===== config.mk =====
export PLATFORM = sky130hd
export DESIGN_NAME = seq_detect_param_flat
export DESIGN_NICKNAME = d
export VERILOG_FILES = /design/src/rtl/seq_detect_if.sv /design/src/rtl/seq_detect_param.sv /design/src/flat_wrapper.sv
export SDC_FILE = /design/constraint.sdc
export NUM_CORES = 1
export LEC_CHECK = 0
export ABC_AREA = 1
export BUFFER_PORTS_ARGS = -buffer_cell sky130_fd_sc_hd__buf_2
export CAP_MARGIN = 30
export CORE_MARGIN = 3
export CORE_UTILIZATION = 40
export CTS_CLUSTER_DIAMETER = 80
export DETAILED_ROUTE_END_ITERATION = 16
export GPL_TIMING_DRIVEN = 0
export PLACE_DENSITY = 0.56
export SLEW_MARGIN = 20
export SYNTH_ARGS = -nofsm -noshare
export SYNTH_HDL_FRONTEND = slang
export SYNTH_SLANG_ARGS = --single-unit
export TNS_END_PERCENT = 30

===== constraint.sdc =====
create_clock -name clk -period 4.6 [get_ports clk]
set_input_delay 0.46 -clock clk [delete_from_list [all_inputs] [get_ports clk]]
set_output_delay 0.46 -clock clk [all_outputs]
set_load 0.1 [all_outputs]

===== src/rtl/seq_detect_if.sv =====
`default_nettype none
// ============================================================================
//  Module      : seq_detect_if
//  Description : Bus bundle for seq_detect_param: the serial data input, the
//                configuration fields, the counter clear and the detector
//                results.
//  Ports       : master drives a, a_en, cfg_*, cnt_clr and observes valid,
//                match_count, fill. slave is the detector side.
//  Options     : SEQ_DETECT_MASK_EN adds cfg_mask (PAT_W bits).
//  Revision    : 1.0 - initial release
// ============================================================================
interface seq_detect_if #(
   parameter int PAT_W = 8,
   parameter int CNT_W = 8,
   parameter int LEN_W = $clog2(PAT_W + 1)
);
   logic             a;
   logic             a_en;
   logic             cfg_load;
   logic [PAT_W-1:0] cfg_pattern;
   logic [LEN_W-1:0] cfg_len;
   logic             cfg_overlap;
`ifdef SEQ_DETECT_MASK_EN
   logic [PAT_W-1:0] cfg_mask;
`endif
   logic             cnt_clr;
   logic             valid;
   logic [CNT_W-1:0] match_count;
   logic [LEN_W-1:0] fill;

   modport master (
      output a, a_en, cfg_load, cfg_pattern, cfg_len, cfg_overlap,
`ifdef SEQ_DETECT_MASK_EN
      output cfg_mask,
`endif
      output cnt_clr,
      input  valid, match_count, fill
   );

   modport slave (
      input  a, a_en, cfg_load, cfg_pattern, cfg_len, cfg_overlap,
`ifdef SEQ_DETECT_MASK_EN
      input  cfg_mask,
`endif
      input  cnt_clr,
      output valid, match_count, fill
   );
endinterface
`default_nettype wire


===== src/rtl/seq_detect_param.sv =====
`default_nettype none
// ============================================================================
//  Module      : seq_detect_param
//  Description : Runtime-programmable serial sequence detector. Pattern of
//                length 1..PAT_W, overlapping or non-overlapping matching,
//                input qualifier strobe and saturating match counter.
//  Ports       : clk   - clock, rising edge
//                reset - synchronous active-high reset
//                bus   - seq_detect_if.slave:
//                        a, a_en             serial bit and its qualifier
//                        cfg_load            latches cfg_pattern/len/overlap
//                        cnt_clr             clears match_count
//                        valid               one-cycle pulse per match
//                        match_count         saturating match count
//                        fill                usable history bits (<= PAT_W)
//  Options     : SEQ_DETECT_MASK_EN adds cfg_mask; a set bit k makes pattern
//                position k a don't-care.
//  Revision    : 1.0 - initial release
// ============================================================================
module seq_detect_param #(
   parameter int PAT_W = 8,
   parameter int CNT_W = 8,
   parameter int LEN_W = $clog2(PAT_W + 1)
) (
   input  logic        clk,
   input  logic        reset,
   seq_detect_if.slave bus
);

   localparam logic [LEN_W-1:0] c_len_max = LEN_W'(PAT_W);

   logic [PAT_W-1:0] r_hist;
   logic [LEN_W-1:0] r_fill;
   logic [PAT_W-1:0] r_pat;
   logic [LEN_W-1:0] r_len;
   logic             r_overlap;
   logic             r_valid;
   logic [CNT_W-1:0] r_count;

   logic [PAT_W-1:0] w_hist_next;
   logic [LEN_W-1:0] w_fill_next;
   logic [PAT_W-1:0] w_mask;
   logic [PAT_W:0]   w_len_hit;
   logic             w_enabled;
   logic             w_match;

`ifdef SEQ_DETECT_MASK_EN
   logic [PAT_W-1:0] r_mask;
   assign w_mask = r_mask;
`else
   assign w_mask = '0;
`endif

   // Newest bit enters at position 0
   assign w_hist_next = {r_hist[PAT_W-2:0], bus.a};
   assign w_fill_next = (r_fill >= c_len_max) ? c_len_max : r_fill + 1'b1;

   // For every candidate length l, precompute whether the last l bits of the
   // updated history equal pattern[l-1:0] with pattern bit 0 being the oldest
   // of those l bits. The latched length then just selects one result, which
   // keeps all bit indices compile-time constant.
   assign w_len_hit[0] = 1'b0;
   genvar gl, gk;
   generate
      for (gl = 1; gl <= PAT_W; gl++) begin : g_len
         logic [gl-1:0] w_eq;
         for (gk = 0; gk < gl; gk++) begin : g_bit
            assign w_eq[gk] = (w_hist_next[gl-1-gk] == r_pat[gk]) | w_mask[gk];
         end
         assign w_len_hit[gl] = &w_eq;
      end
   endgenerate

   assign w_enabled = (r_len != '0) && (r_len <= c_len_max);

   // A bit arriving together with cfg_load is discarded, so it cannot match
   assign w_match = bus.a_en && !bus.cfg_load && w_enabled &&
                    (w_fill_next >= r_len) && w_len_hit[r_len];

   always_ff @(posedge clk) begin
      if (reset) begin
         r_hist    <= '0;
         r_fill    <= '0;
         r_pat     <= '0;
         r_len     <= '0;
         r_overlap <= 1'b0;
         r_valid   <= 1'b0;
         r_count   <= '0;
`ifdef SEQ_DETECT_MASK_EN
         r_mask    <= '0;
`endif
      end else begin
         r_valid <= 1'b0;
         if (bus.cfg_load) begin
            r_pat     <= bus.cfg_pattern;
            r_len     <= bus.cfg_len;
            r_overlap <= bus.cfg_overlap;
`ifdef SEQ_DETECT_MASK_EN
            r_mask    <= bus.cfg_mask;
`endif
            r_hist    <= '0;
            r_fill    <= '0;
         end else if (bus.a_en) begin
            r_hist  <= w_hist_next;
            // Non-overlapping mode restarts the fill so the next match needs
            // a complete set of fresh bits
            r_fill  <= (w_match && !r_overlap) ? '0 : w_fill_next;
            r_valid <= w_match;
         end

         // Clear-then-count when both happen on the same edge
         if (w_match) begin
            if (bus.cnt_clr) begin
               r_count <= CNT_W'(1);
            end else if (!(&r_count)) begin
               r_count <= r_count + 1'b1;
            end
         end else if (bus.cnt_clr) begin
            r_count <= '0;
         end
      end
   end

   assign bus.valid       = r_valid;
   assign bus.match_count = r_count;
   assign bus.fill        = r_fill;

endmodule
`default_nettype wire


===== src/flat_wrapper.sv =====
// flat-port wrapper written by rule: the top's interface ports become plain ports
module seq_detect_param_flat 
#(
   parameter int PAT_W = 8,
   parameter int CNT_W = 8,
   parameter int LEN_W = $clog2(PAT_W + 1)
)
  (clk, reset, bus_a, bus_a_en, bus_cfg_load, bus_cfg_pattern, bus_cfg_len, bus_cfg_overlap, bus_cnt_clr, bus_valid, bus_match_count, bus_fill);
  seq_detect_if #(.PAT_W(PAT_W), .CNT_W(CNT_W), .LEN_W(LEN_W)) bus_i ();
  input  logic clk;
  input  logic reset;
  input wire logic [$bits(bus_i.a)-1:0] bus_a;
  input wire logic [$bits(bus_i.a_en)-1:0] bus_a_en;
  input wire logic [$bits(bus_i.cfg_load)-1:0] bus_cfg_load;
  input wire logic [$bits(bus_i.cfg_pattern)-1:0] bus_cfg_pattern;
  input wire logic [$bits(bus_i.cfg_len)-1:0] bus_cfg_len;
  input wire logic [$bits(bus_i.cfg_overlap)-1:0] bus_cfg_overlap;
  input wire logic [$bits(bus_i.cnt_clr)-1:0] bus_cnt_clr;
  output wire logic [$bits(bus_i.valid)-1:0] bus_valid;
  output wire logic [$bits(bus_i.match_count)-1:0] bus_match_count;
  output wire logic [$bits(bus_i.fill)-1:0] bus_fill;
  assign bus_i.a = bus_a;
  assign bus_i.a_en = bus_a_en;
  assign bus_i.cfg_load = bus_cfg_load;
  assign bus_i.cfg_pattern = bus_cfg_pattern;
  assign bus_i.cfg_len = bus_cfg_len;
  assign bus_i.cfg_overlap = bus_cfg_overlap;
  assign bus_i.cnt_clr = bus_cnt_clr;
  assign bus_valid = bus_i.valid;
  assign bus_match_count = bus_i.match_count;
  assign bus_fill = bus_i.fill;
  seq_detect_param #(.PAT_W(PAT_W), .CNT_W(CNT_W), .LEN_W(LEN_W)) u_core (.clk(clk), .reset(reset), .bus(bus_i));
endmodule

==> summary.md <==
| Metric | Value |
|---|---|
| ANT cells | `0` |
| Max-cap violations | `0` |
| Reg2reg path depth | `16` |
| Area contributors post-synth | `dfxtp_1 (31%), nand2_1 (14%), a21oi_1 (7.8%), nor2_1 (6.9%), o21ai_0 (6.8%)` |
| # hold bufs at CTS | `0` |
| Fmax | `431 MHz` |
| Clk pin slew, worst setup/hold paths | `0.07 ns` |
| DRC | `0` |
| All-Layer GR Usage | `0.188` |
| Outcome | `completed` |
| Post-synth top area share | `0.311` |
| Largest net degree at the start of global routing | `11` |
| Post-route cell area | `0.00245 sq mm` |
| Primary FF master, synth | `dfxtp_1` |
| Starting Density | `0.433` |
| Post-synth design cell area | `around 0.0021 sq mm` |
| Hold_ws | `between 0.4 and 0.5 ns` |
| Met1 Usage GRT | `0.292` |
| Crit path from | `u_core.bus.fill[0]` |
| EDFF count, synth | `0` |
| Avg Cell Area, Syn | `6.44 sq um` |
| CTS tree | `built` |
| M2 GR Usage | `0.263` |
| DIE HEIGHT | `slightly below 80 microns` |
| Ys Warns | `0` |
| Maximum fanout along the worst path | `10` |
| Gr ovfl total | `0` |
| Vias post-DR | `2147` |
| Num CTS Buffers | `5` |
| Worst-skew pair later-pin latency | `0.28 ns` |
| H-tree depth | `2` |
| RePlAce Congestion | `0.876` |
| DP HPWL | `~4300 microns` |
| RSZ-0062 raised after global routing | `false` |
| Vias in the first global route | `approximately 1.9k` |
| Final Core Density | `0.500` |
| # clock sinks | `33` |
| Setup TNS | `0 ns` |
| Root Driver | `clkbuf_8` |
| Tmin final | `~2.3 ns` |
| Die ar. | `about 0.0062 sq mm` |
| Cell variety after synth | `31` |
| Origin of the worst min-delay path | `bus_cfg_pattern[7]` |
| Slew Viols, Final | `0` |
| Slowest stage cell, crit path | `dfxtp_1` |
| CP cell instances | `inv_1 > ha_1 > inv_1 > nor2_1 > ha_1 > inv_1 > nor2_1 > o211ai_1 > nand3_1 > nand3_1 > nor2_4 > nand3_4 > nand2_1 > nand2_1 > nand2_1 > nor2_1` |
| DRT Pass-1 Iters | `4` |
| Clock buffer depth | `2` |
| DRT antenna net count | `0` |
| Slew @ Worst Pin | `~0.47 ns` |
| R2r startpoint | `u_core.bus.fill[0]` |
| Worst slew margin | `0.685` |
| Post-synthesis instance total | `330` |
| Setup Viol. Count Final | `0` |
| Commonest non-fill, non-tap cells in the layout | `nand2_1 (79), nor2_1 (39), a21oi_1 (33), dfxtp_1 (33), inv_1 (32)` |
| Arr. time, crit path | `between 2 and 2.5 ns` |
| Worst hold endpoint | `u_core.r_pat[7]` |
| Synth async-reset ratio | `0` |
| Required time of the critical path | `around 4.8 ns` |
| R2R Setup Slk | `2.28 ns` |
| Pwr/cell area | `~280 mW/mm^2` |
| Fin crit share | `0.505` |
| Clock skew | `about 0.0059 ns` |
| Hold depth | `3` |
| Crit. End Element | `flip-flop` |
| Area growth syn-to-layout | `15.5%` |
| Met3 Use GR | `0.0431` |
| Total power | `684 uW` |
| Yosys top cell by area | `dfxtp_1` |
| Core footprint | `0.00491 sq mm` |
| Max incr delay on CP | `0.39 ns` |
| Max VDD drop | `around 0.17 mV` |
| #FFs+latches synth | `33` |
| Syn_nets | `356` |
| Register area share after synthesis | `0.311` |
| Final Hold Vio Count | `0` |
| First-pass GRT wire length | `around 9500 microns` |
| Site Rows | `25` |
| P_leak | `1.09 nW` |
| PortBufs | `29` |
| End of the worst register-to-register path | `u_core.bus.match_count[0]` |
| Starting DRT DRC Count | `about 140` |
| Most common cell after layout, fill and taps aside | `nand2_1` |
| Routed len/inst | `12.8 microns` |
| I/O pins | `32` |
| Worst Hold Class | `input pin to flip-flop` |
| WL final | `about 5600 microns` |
| Cts repair resizes | `0` |
| Initial antenna violation count | `0` |
| Setup Buffers After CTS | `0` |
| Cell family with most CP delay | `simple AND/OR/NAND/NOR gates` |
| Fin nets | `around 390` |
| Ratio of cells with drive above 1 in the final layout | `0.163` |
| Crit Path Class | `flip-flop to flip-flop` |
| Via/cell ratio | `between 4 and 5` |
| Die X-Extent | `approximately 79 microns` |
| Placed instance area | `between 0.002 and 0.0025 sq mm` |
| Critical Path Start Type | `flip-flop` |
| Critical path buffers and inverters | `3` |
| GR peak layer | `met1` |
-- per-layer routing --
layer	routed length, microns	vias up
met4	19	0
met1	2990	945
met5	0	-
met2	2220	60
li1	-	1140
met3	331	2
-- where the power goes --
part / internal (mW) / switching (mW)
clock network: 0.135 / 0.104
logic: 0.0472 / 0.0892
registers: 0.297 / 0.0118
total: 0.480 / 0.205
-- sequential cells by signal (all words and copies together), names as in the netlist --
| name | count |
|---|---|
| u_core.bus.fill | 4 |
| u_core.bus.match_count | 8 |
| u_core.bus.valid | 1 |
| u_core.r_hist | 7 |
| u_core.r_len | 4 |
| u_core.r_overlap | 1 |
| u_core.r_pat | 8 |
-- worst max-delay path by stage --
stage                                            to  depth (start not counted)
after CTS                 u_core.bus.match_count[0]                         16
after global routing      u_core.bus.match_count[0]                         16
after floorplan           u_core.bus.match_count[0]                         16
after global placement    u_core.bus.match_count[0]                         16
final                     u_core.bus.match_count[0]                         16
after detailed placement  u_core.bus.match_count[0]                         16
-- area by class of cell --
class	instances	area, sq um
Fill cell	529	2460
Timing Repair Buffer	29	145
Buffer	10	63.8
Tap cell	67	83.8
Sequential cell	33	661
Inverter	41	156
Clock buffer	7	96.3
Multi-Input combinational cell	246	1240
Clock inverter	1	5.00
-- worst register-to-register path, cell delays in order (launching register included) --
cell and delay [ns]:
dfxtp_1 0.39, inv_1 0.08, ha_1 0.29, inv_1 0.05, nor2_1 0.05, ha_1 0.30
inv_1 0.04, nor2_1 0.08, o211ai_1 0.09, nand3_1 0.08, nand3_1 0.11, nor2_4 0.23
nand3_4 0.18, nand2_1 0.10, nand2_1 0.05, nand2_1 0.06, nor2_1 0.04
-- cell usage after synthesis (all sizes together) (3+ instances only) --
cell type,n
nand2,81
inv,40
nor2,40
o21ai,35
a21oi,34
dfxtp,33
nand3,27
ha,7
xnor2,6
buf,5
clkbuf,5
nand4,5
xor2,3
-- cell families after synthesis --
logic type                 Yosys count  share of synthesized area
DFF                                 33                      0.311
AOI/OAI and AO/OA                   73                      0.178
adders and majority gates            7                     0.0412
and+or+nand+nor                    157                      0.329
xor gates and xnor gates             9                     0.0371
buffers and inverters               51                      0.104
-- metrics by stage --
step,setup slack (ns),cells
finish,2.28,434
detailed placement,2.29,426
floorplan,1.72,330
global placement,2.30,426
CTS,2.28,434
global route,2.03,434
No activity file was read; power rests on OpenSTA's default activity.
